[config.mk]
export PLATFORM = sky130hd
export DESIGN_NAME = noc_input_port_flat
export DESIGN_NICKNAME = d
export VERILOG_FILES = /design/src/rtl/noc_input_port_if.sv /design/src/rtl/noc_input_port.sv /design/src/flat_wrapper.sv
export SDC_FILE = /design/constraint.sdc
export NUM_CORES = 1
export LEC_CHECK = 0
export CAP_MARGIN = 15
export CORE_MARGIN = 4
export CORE_UTILIZATION = 35
export DETAILED_ROUTE_END_ITERATION = 7
export PLACE_DENSITY = 0.57
export SETUP_SLACK_MARGIN = 0.1
export SLEW_MARGIN = 20
export SYNTH_ARGS = -nofsm -noshare
export SYNTH_HDL_FRONTEND = slang
export SYNTH_SLANG_ARGS = --single-unit
[constraint.sdc]
create_clock -name clk -period 6.34 [get_ports clk]
set_input_delay 0.951 -clock clk [delete_from_list [all_inputs] [get_ports clk]]
set_output_delay 0.951 -clock clk [all_outputs]
set_load 0.005 [all_outputs]
[src/rtl/noc_input_port_if.sv]
// Handshake/bus bundle for one router input port.
//   in_valid/in_data/in_full : upstream link (flit strobe, flit, backpressure)
//   grant/request            : switch arbiter handshake
//   flit_out/flit_valid      : crossbar input
//   err_timeout              : sticky grant-timeout flag
// master = upstream/arbiter side, slave = input port side.
interface noc_input_port_if #(
  parameter int unsigned DATA_WIDTH = 32
);
  logic                  in_valid;
  logic [DATA_WIDTH-1:0] in_data;
  logic                  in_full;
  logic                  grant;
  logic [2:0]            request;
  logic [DATA_WIDTH-1:0] flit_out;
  logic                  flit_valid;
  logic                  err_timeout;

  modport master (
    output in_valid, in_data, grant,
    input  in_full, request, flit_out, flit_valid, err_timeout
  );

  modport slave (
    input  in_valid, in_data, grant,
    output in_full, request, flit_out, flit_valid, err_timeout
  );
endinterface

[src/rtl/noc_input_port.sv]
// Router input stage: buffers single-flit packets in a FIFO, computes the XY
// route of the head flit, requests an output port from the switch arbiter and
// pops the head onto the crossbar when granted.
// Ports: clk, rst (async active-low), bus (noc_input_port_if.slave).
// Optional: define NOC_GRANT_TIMEOUT_EN to drop a head flit that waits
// TIMEOUT_CYCLES for a grant and raise the sticky err_timeout flag.
module noc_input_port #(
  parameter int unsigned DATA_WIDTH     = 32,
  parameter int unsigned FIFO_DEPTH     = 4,
  parameter int unsigned ADDR_W         = 2,
  parameter int unsigned COORD_W        = 2,
  parameter int unsigned ROUTER_X       = 0,
  parameter int unsigned ROUTER_Y       = 0,
  parameter int unsigned TIMEOUT_CYCLES = 64
) (
  input logic              clk,
  input logic              rst,
  noc_input_port_if.slave  bus
);

  localparam int unsigned CNT_W = ADDR_W + 1;

  localparam logic [2:0] REQ_L    = 3'b000;
  localparam logic [2:0] REQ_E    = 3'b001;
  localparam logic [2:0] REQ_W    = 3'b010;
  localparam logic [2:0] REQ_N    = 3'b011;
  localparam logic [2:0] REQ_S    = 3'b100;
  localparam logic [2:0] REQ_NONE = 3'b111;

  typedef enum logic [1:0] {IDLE, ROUTE, WAIT_GRANT} state_t;

  logic [DATA_WIDTH-1:0] mem [FIFO_DEPTH];
  logic [ADDR_W-1:0]     wr_ptr, rd_ptr;
  logic [CNT_W-1:0]      count, count_nxt;
  logic                  in_full_q;
  logic                  wr_en, pop, load_flit, tmo_hit;
  state_t                state, state_nxt;
  logic [2:0]            request_q, request_nxt, route_req;
  logic                  flit_valid_q, flit_valid_nxt;
  logic [DATA_WIDTH-1:0] flit_out_q, head;
  logic [COORD_W-1:0]    dest_x, dest_y;

  assign head   = mem[rd_ptr];
  assign dest_x = head[DATA_WIDTH-1 -: COORD_W];
  assign dest_y = head[DATA_WIDTH-1-COORD_W -: COORD_W];

  // in_full is registered, so it is exactly the "FIFO already full" condition
  assign wr_en     = bus.in_valid && !in_full_q;
  assign count_nxt = count + CNT_W'(wr_en) - CNT_W'(pop);

  // XY routing, X dimension resolved first
  always_comb begin
    route_req = REQ_L;
    if (dest_x > COORD_W'(ROUTER_X))      route_req = REQ_E;
    else if (dest_x < COORD_W'(ROUTER_X)) route_req = REQ_W;
    else if (dest_y > COORD_W'(ROUTER_Y)) route_req = REQ_N;
    else if (dest_y < COORD_W'(ROUTER_Y)) route_req = REQ_S;
  end

  // Next-state and registered-output decode
  always_comb begin
    state_nxt      = state;
    request_nxt    = request_q;
    flit_valid_nxt = 1'b0;
    pop            = 1'b0;
    load_flit      = 1'b0;
    case (state)
      IDLE: begin
        request_nxt = REQ_NONE;
        if (count != '0) state_nxt = ROUTE;
      end
      ROUTE: begin
        request_nxt = route_req;
        state_nxt   = WAIT_GRANT;
      end
      WAIT_GRANT: begin
        if (bus.grant || tmo_hit) begin
          pop            = 1'b1;
          load_flit      = bus.grant;
          flit_valid_nxt = bus.grant;
          request_nxt    = REQ_NONE;
          // count after this pop, including a same-cycle write
          state_nxt      = ((count > CNT_W'(1)) || wr_en) ? ROUTE : IDLE;
        end
      end
      default: begin
        state_nxt   = IDLE;
        request_nxt = REQ_NONE;
      end
    endcase
  end

  // State, FIFO control and output registers
  always_ff @(posedge clk or negedge rst) begin
    if (!rst) begin
      state        <= IDLE;
      request_q    <= REQ_NONE;
      flit_valid_q <= 1'b0;
      flit_out_q   <= '0;
      count        <= '0;
      in_full_q    <= 1'b0;
      wr_ptr       <= '0;
      rd_ptr       <= '0;
    end else begin
      state        <= state_nxt;
      request_q    <= request_nxt;
      flit_valid_q <= flit_valid_nxt;
      if (load_flit) flit_out_q <= head;
      count        <= count_nxt;
      in_full_q    <= (count_nxt == CNT_W'(FIFO_DEPTH));
      if (wr_en) wr_ptr <= wr_ptr + ADDR_W'(1);
      if (pop)   rd_ptr <= rd_ptr + ADDR_W'(1);
    end
  end

  // Flit storage; contents need no reset since pointers qualify them
  always_ff @(posedge clk) begin
    if (wr_en) mem[wr_ptr] <= bus.in_data;
  end

`ifdef NOC_GRANT_TIMEOUT_EN
  localparam int unsigned TMO_W = $clog2(TIMEOUT_CYCLES + 1);

  logic [TMO_W-1:0] tmo_cnt;
  logic             err_q;

  // Fires on the edge where the wait counter would reach TIMEOUT_CYCLES
  assign tmo_hit = (state == WAIT_GRANT) && !bus.grant &&
                   (tmo_cnt == TMO_W'(TIMEOUT_CYCLES - 1));

  // Grant-wait counter and sticky error flag
  always_ff @(posedge clk or negedge rst) begin
    if (!rst) begin
      tmo_cnt <= '0;
      err_q   <= 1'b0;
    end else begin
      if (state == ROUTE)                        tmo_cnt <= '0;
      else if (state == WAIT_GRANT && !bus.grant) tmo_cnt <= tmo_cnt + TMO_W'(1);
      if (tmo_hit) err_q <= 1'b1;
    end
  end

  assign bus.err_timeout = err_q;
`else
  assign tmo_hit         = 1'b0;
  assign bus.err_timeout = 1'b0;
`endif

  assign bus.request    = request_q;
  assign bus.flit_valid = flit_valid_q;
  assign bus.flit_out   = flit_out_q;
  assign bus.in_full    = in_full_q;

endmodule
[src/flat_wrapper.sv]
// flat-port wrapper written by rule: the top's interface ports become plain ports
module noc_input_port_flat 
#(
  parameter int unsigned DATA_WIDTH     = 32,
  parameter int unsigned FIFO_DEPTH     = 4,
  parameter int unsigned ADDR_W         = 2,
  parameter int unsigned COORD_W        = 2,
  parameter int unsigned ROUTER_X       = 0,
  parameter int unsigned ROUTER_Y       = 0,
  parameter int unsigned TIMEOUT_CYCLES = 64
)
  (clk, rst, bus_in_valid, bus_in_data, bus_grant, bus_in_full, bus_request, bus_flit_out, bus_flit_valid, bus_err_timeout);
  noc_input_port_if #(.DATA_WIDTH(DATA_WIDTH)) bus_i ();
  input logic clk;
  input logic rst;
  input wire logic [$bits(bus_i.in_valid)-1:0] bus_in_valid;
  input wire logic [$bits(bus_i.in_data)-1:0] bus_in_data;
  input wire logic [$bits(bus_i.grant)-1:0] bus_grant;
  output wire logic [$bits(bus_i.in_full)-1:0] bus_in_full;
  output wire logic [$bits(bus_i.request)-1:0] bus_request;
  output wire logic [$bits(bus_i.flit_out)-1:0] bus_flit_out;
  output wire logic [$bits(bus_i.flit_valid)-1:0] bus_flit_valid;
  output wire logic [$bits(bus_i.err_timeout)-1:0] bus_err_timeout;
  assign bus_i.in_valid = bus_in_valid;
  assign bus_i.in_data = bus_in_data;
  assign bus_i.grant = bus_grant;
  assign bus_in_full = bus_i.in_full;
  assign bus_request = bus_i.request;
  assign bus_flit_out = bus_i.flit_out;
  assign bus_flit_valid = bus_i.flit_valid;
  assign bus_err_timeout = bus_i.err_timeout;
  noc_input_port #(.DATA_WIDTH(DATA_WIDTH), .FIFO_DEPTH(FIFO_DEPTH), .ADDR_W(ADDR_W), .COORD_W(COORD_W), .ROUTER_X(ROUTER_X), .ROUTER_Y(ROUTER_Y), .TIMEOUT_CYCLES(TIMEOUT_CYCLES)) u_core (.clk(clk), .rst(rst), .bus(bus_i));
endmodule
Word level (Yosys, flattened, before mapping)
Memory sizes are Yosys's and may differ from the RTL's.
Index checks and enable logic that the tools add are counted.
{"block": "word_totals", "reg_bits": 46, "ram_bits": 128, "output_inout_bits": 38, "n_memories": 1}
{"name": "u_core.mem", "depth": 4, "word_bits": 32, "rd": 1, "rd_clocked_by_memory_dff": 0, "write_ports": 1, "line": "noc_input_port.sv:32", "rtl": "logic [DATA_WIDTH-1:0] mem [FIFO_DEPTH];"}
{"block": "classes", "n_addsub": 4, "n_lt_le_gt_ge": 5, "eq_ne": 5, "n_mux": 14, "reduce_logical": 6}
{"cell": "3-bit 2-to-1 mux", "n": 5}
{"cell": "2-bit case mux with 3 select lines", "n": 1}
{"cell": "3-bit case mux with 2 select lines", "n": 1}
{"cell": "1-bit 2-to-1 mux", "n": 5}
{"cell": "2-bit by 1-bit adder with 2-bit output (second input constant)", "n": 2}
{"cell": "2-bit by 1-bit greater-than comparator with 1-bit output (second input constant)", "n": 2}
{"cell": "2-bit by 1-bit < comparator with 1-bit output (second input constant)", "n": 2}
{"cell": "2-bit 2-to-1 mux", "n": 2}
{"cell": "3-bit by 1-bit adder with 3-bit output", "n": 1}
{"cell": "3-bit equality test (second input constant)", "n": 1}
{"cell": "3-bit by 1-bit greater-than comparator with 1-bit output (second input constant)", "n": 1}
{"cell": "3-bit nonzero test", "n": 1}
{"cell": "3-bit by 1-bit subtractor with 3-bit output", "n": 1}
{"cell": "2-bit by 1-bit equality test with 1-bit output (second input constant)", "n": 1}
{"cell": "2-bit equality test (second input constant)", "n": 1}
{"cell": "2-bit zero test", "n": 1}
{"cell": "2-bit by 1-bit inequality test with 1-bit output (second input constant)", "n": 1}
{"cell": "2-bit inequality test (second input constant)", "n": 1}
{"cell": "2-bit AND reduction", "n": 1}
{"cell": "1-bit logical AND", "n": 1}
{"cell": "1-bit zero test", "n": 1}
{"cell": "1-bit logical OR", "n": 1}

Longest topological paths before layout
An unclocked memory read counts as a cell.
{"block": "logic_depth", "word_depth": 7, "ltp_mapped": 9, "mapped_depth_nobuf": 8}

Worst setup path after synthesis
Ideal clock, no wire load.
{"block": "synth_timing", "kind": "input to register", "from": "input bus_grant", "to": "register u_core.in_full_q (netlist: u_core.bus.in_full)", "setup_time_ns": 0.088, "arrival_time_ns": 2.653, "t_required_ns": 6.252, "path_slack_ns": 3.599, "path_stages": 9, "cell_sequence": "nand3b_1 > inv_2 > clkbuf_1 > ha_1 > inv_1 > ha_1 > fa_1 > xnor2_1 > nor3b_1"}
{"block": "synth_via", "elab_chain_len": 4}
{"element": "from (decl)", "line": "flat_wrapper.sv:18", "rtl": "input wire logic [$bits(bus_i.grant)-1:0] bus_grant;"}
{"element": "1-bit 2-to-1 mux (2 in a row)"}
{"element": "named net u_core.flit_valid_nxt", "line": "noc_input_port.sv:39", "rtl": "logic flit_valid_q, flit_valid_nxt;"}
{"element": "3-bit by 1-bit subtractor with 3-bit output", "line": "noc_input_port.sv:49", "rtl": "assign count_nxt = count + CNT_W'(wr_en) - CNT_W'(pop);"}
{"element": "named net u_core.count_nxt[2]", "line": "noc_input_port.sv:34", "rtl": "logic [CNT_W-1:0] count, count_nxt;"}
{"element": "3-bit equality test", "line": "noc_input_port.sv:110", "rtl": "in_full_q <= (count_nxt == CNT_W'(FIFO_DEPTH));"}
{"element": "to (signal assigned)", "line": "noc_input_port.sv:110"}
{"element": "to (decl)", "line": "noc_input_port.sv:35", "rtl": "logic in_full_q;"}
The timed path passes the listed nets, and every way through them passes these cells.
A chain may end at the register's enable or synchronous reset.

Worst setup path in the final report
{"block": "layout_timing", "from": "input bus_grant", "to": "register u_core.in_full_q (netlist: u_core.bus.in_full)"}
{"block": "layout_via", "elab_chain_len": 4}
{"element": "1-bit 2-to-1 mux", "line": "noc_input_port.sv:77", "rtl": "if (bus.grant || tmo_hit) begin"}
{"element": "1-bit 2-to-1 mux", "line": "noc_input_port.sv:67", "rtl": "case (state)"}
{"element": "3-bit by 1-bit subtractor with 3-bit output", "line": "noc_input_port.sv:49"}
{"element": "named net u_core.count_nxt[2]", "line": "noc_input_port.sv:34"}
{"element": "3-bit equality test", "line": "noc_input_port.sv:110"}
The timed path passes the listed nets, and every way through them passes these cells.

==> flow_summary_export.csv <==
group,metric,value,unit
sta,timing.final.crit_share,0.536,
routing,drc,0,
power_and_ir_drop,switchingPower,1.01,mW
global_routing,gr-max-usage-layer,"met2",
floorplan,core_region_area,0.0181,mm^2
hold_path,worst_hold_path_type,"reg -> reg",
synth,synthesis.area_per_instance,17.7,um^2
synth,yosys_register_bits,174,
placement,postPlaceCellArea,0.00747,mm^2
setup_path,worst_setup_path_end_kind,"flop",
floorplan,row_count,49,
sta,min_period,3400,ps
routing,dr_total_vias,3235,
routing,wl_per_cell,17.8,um
finish,antenna_cells_inserted,0,
global_routing,grt_first_pass_wirelength,19.4,mm
sta,timing.final.max_slew_violations,0,
setup_path,timing_worst_setup_path_type,"in -> reg",
flow_run,cap_viol_max_count,0,
sta,finalSetupViolations,0,
finish,final_net_count,490,
synth,synthesis.nets,413,
placement,dpl_worst_slack,2470,ps
synth,yosys-top-cells-count,"edfxtp_1 (128), nand2_1 (97), dfrtp_1 (43)",
sta,totalNegativeSetupSlack,0,ps
setup_path,cp_common_cell,"ha_1",
global_routing,gr-usage-all-layers,0.128,
synth,yosysSeqAreaShare,0.765,
synth,postSynthCellCount,369,
sta,holdWs,470,ps
floorplan,initial_cell_density_of_the_core,0.360,
sta,hold_viol,0,
sta,max_freq,294,MHz
synth,leading_cell_types_by_total_area_after_synthesis,"edfxtp_1 (59%), dfrtp_1 (16%), mux4_2 (10%)",
clocking,cts_hold_buffers_added,0,
global_routing,number_of_global_route_vias_before_repair,3543,
clocking,cts_made_buffers,17,
clocking,count_of_clock_tree_sinks,174,
routing,ant_nets,0,
placement,quantity_of_i_o_buffers_inserted_on_ports,72,
routing,viasPerCell,4.70,
synth,synth_largest_area_cell,"edfxtp_1",
routing,detail_route.wirelength,12.2,mm
sta,timing_worst_slew_pin_value,941,ps
synth,ys_warn_count,0,
synth,synth-async-reset-ratio,0.264,
clocking,clock-root-buffer,"clkbuf_16",
clocking,ctsHtreeMaxLevel,4,
placement,dp_hpwl,7.17,mm
synth,synth_cell_types,36,
power_and_ir_drop,powerDensity,462,mW/mm^2
placement,final_wtd_congestion,0.703,
placement,placedCellCount,656,
routing,first_iter_violations,179,
sta,pnr_worst_setup_slack,2940,ps
finish,layout-area-overhead-vs-synth,24.0,%
setup_path,worst_setup_path_start_kind,"input pin",
synth,synth.top_cell.area_share,0.588,
power_and_ir_drop,combinational_power_share,0.247,
clocking,cts_max_path_buffers,2,
finish,final_cell_area,0.00810,mm^2
sta,clock_skew,5.95,ps
global_routing,grt.met2_usage,0.212,
setup_path,crit_path_max_incr_delay,460,ps
setup_path,arrival,3730,ps
global_routing,grt_start_max_net_pins,47,
power_and_ir_drop,register_share_of_total_power,0.462,
floorplan,die_height,145,um
setup_path,timing.critical_path.required,6670,ps
clocking,post_cts_resized,0,
status,run_status,"finished, final reports clean",
global_routing,antenna_found_initial,0,
synth,post_synth_instance_area,0.00653,mm^2
sta,slew-limit-headroom,0.372,
floorplan,die_width,145,um
power_and_ir_drop,ir_worst_vdd,0.280,mV
synth,synth.most_common_cell,"edfxtp_1",
power_and_ir_drop,share_clk_of_total_power,0.291,
sta,rsz0062_at_grt,"false",
synth,synth-main-ff-cell,"edfxtp_1",
clocking,insertion_delay,420,ps
setup_path,cp_slowest_cell,"clkdlybuf4s50_1",
finish,fillers,1570,
routing,drtPass1Iterations,4,
floorplan,floorplan.die_area,0.0209,mm^2
global_routing,groute.layer.met1.usage,0.160,
clocking,cts_tree,"done",
setup_path,crit_fanout,35,
floorplan,io_pins,74,
clocking,setup_repair_bufs_after_cts,0,
power_and_ir_drop,net_switching_fraction_of_the_power,0.270,
setup_path,timing.critical_path.cells,"clkdlybuf4s50_1, nand3b_1, buf_4, inv_2, ha_1, inv_1, ha_1, fa_1, xnor2_1, nor3b_1",
finish,post_route_cells_drive_above_1_share,0.168,
global_routing,met3_usage,0.0423,
clocking,worst_setup_hold_path_clk_slew,60,ps
power_and_ir_drop,static-leakage-power,2.99,nW
global_routing,gr-total-overflow,0,
power_and_ir_drop,intPower,2.73,mW
finish,layoutNonFillerInstCount,688,
synth,synth_edf_count,128,
[critical path, delay by kind of cell]
kind | cells | cell delay [ps]
buf+inv | 4 | 1290
simple gates | 2 | 330
xor+xnor | 1 | 170
fa+ha+maj | 3 | 980
[per-layer routing]
metal / vias to the layer above / routed length (um)
met1: 1640 / 5330
met4: 0 / 145
li1: 1509 / -
met5: - / 0
met3: 11 / 621
met2: 75 / 6140
[path summary, 6_finish.rpt]
path                                                         start                            endpoint  slack [ps]  depth (start not counted)
worst min-delay path            u_core.bus.flit_out[3]$_DFFE_PN0P_  u_core.bus.flit_out[3]$_DFFE_PN0P_         470                          2
worst min register to register  u_core.bus.flit_out[3]$_DFFE_PN0P_  u_core.bus.flit_out[3]$_DFFE_PN0P_         470                          2
worst max register to register         u_core.state[0]$_DFFE_PN0P_        u_core.bus.in_full$_DFF_PN0_        3500                          9
max in group asynchronous                                      rst        u_core.rd_ptr[1]$_DFFE_PN0P_        5350                          1
worst max-delay path                                     bus_grant        u_core.bus.in_full$_DFF_PN0_        2940                         10
min in group asynchronous                                      rst           u_core.count[2]$_DFF_PN0_         540                          1
[stage by stage]
stage / power (mW) / utilization
after floorplan: 2.28 / -
after global placement: 2.68 / 0.412
after detailed placement: 2.71 / 0.412
after CTS: 3.81 / 0.446
after global routing: 3.97 / 0.446
final: 3.74 / 0.446
[cells in the final DEF (no fill, tap or decap), types with 3 or more instances in the layout]
| master | n |
|---|---|
| clkdlybuf4s50_1 | 71 |
| xnor2_1 | 4 |
| o21ai_0 | 4 |
| dfstp_2 | 3 |
| inv_1 | 7 |
| nand2_1 | 97 |
| bufinv_16 | 4 |
| buf_4 | 3 |
| and2_2 | 4 |
| dfrtp_1 | 41 |
| edfxtp_1 | 128 |
| mux4_2 | 30 |
| clkbuf_16 | 17 |
| ha_1 | 7 |
| clkinv_2 | 4 |
[power groups by stage]
stage               Sequential [mW]  Combinational [mW]  Clock (mW)
floorplan                      1.65               0.627           0
global placement               1.75               0.931           0
detailed placement             1.76               0.953           0
CTS                            1.74               0.956        1.11
global route                   1.77                1.03        1.16
finish                         1.73               0.924        1.09
[state kept, by name (all words and copies together) (netlist names)]
register	count
u_core.bus.request	3
u_core.count	3
u_core.rd_ptr	2
u_core.bus.in_full	1
u_core.wr_ptr	2
u_core.mem	128
u_core.bus.flit_out	32
u_core.state	2
u_core.bus.flit_valid	1
[area by class of cell]
| type | instances | area, um^2 | area share |
|---|---|---|---|
| well taps | 229 | 287 | 0.0354 |
| multi-input cells | 171 | 1430 | 0.176 |
| repair buffers | 74 | 733 | 0.0905 |
| flip-flops and latches | 174 | 5000 | 0.617 |
| inverters | 8 | 30.0 | 0.00371 |
| clock buffers | 21 | 460 | 0.0568 |
| clock inverters | 11 | 164 | 0.0202 |
[cell families after synthesis]
logic type / count (synthesis) / share of synthesized area
adders and majority gates: 8 / 0.0165
DFF: 174 / 0.765
AOI/OAI and AO/OA: 11 / 0.0119
xor gates and xnor gates: 4 / 0.00536
other: 1 / 0.000574
muxes: 35 / 0.112
buffers and inverters: 24 / 0.0176
and+or+nand+nor: 112 / 0.0709
No activity file was read; power rests on OpenSTA's default activity.
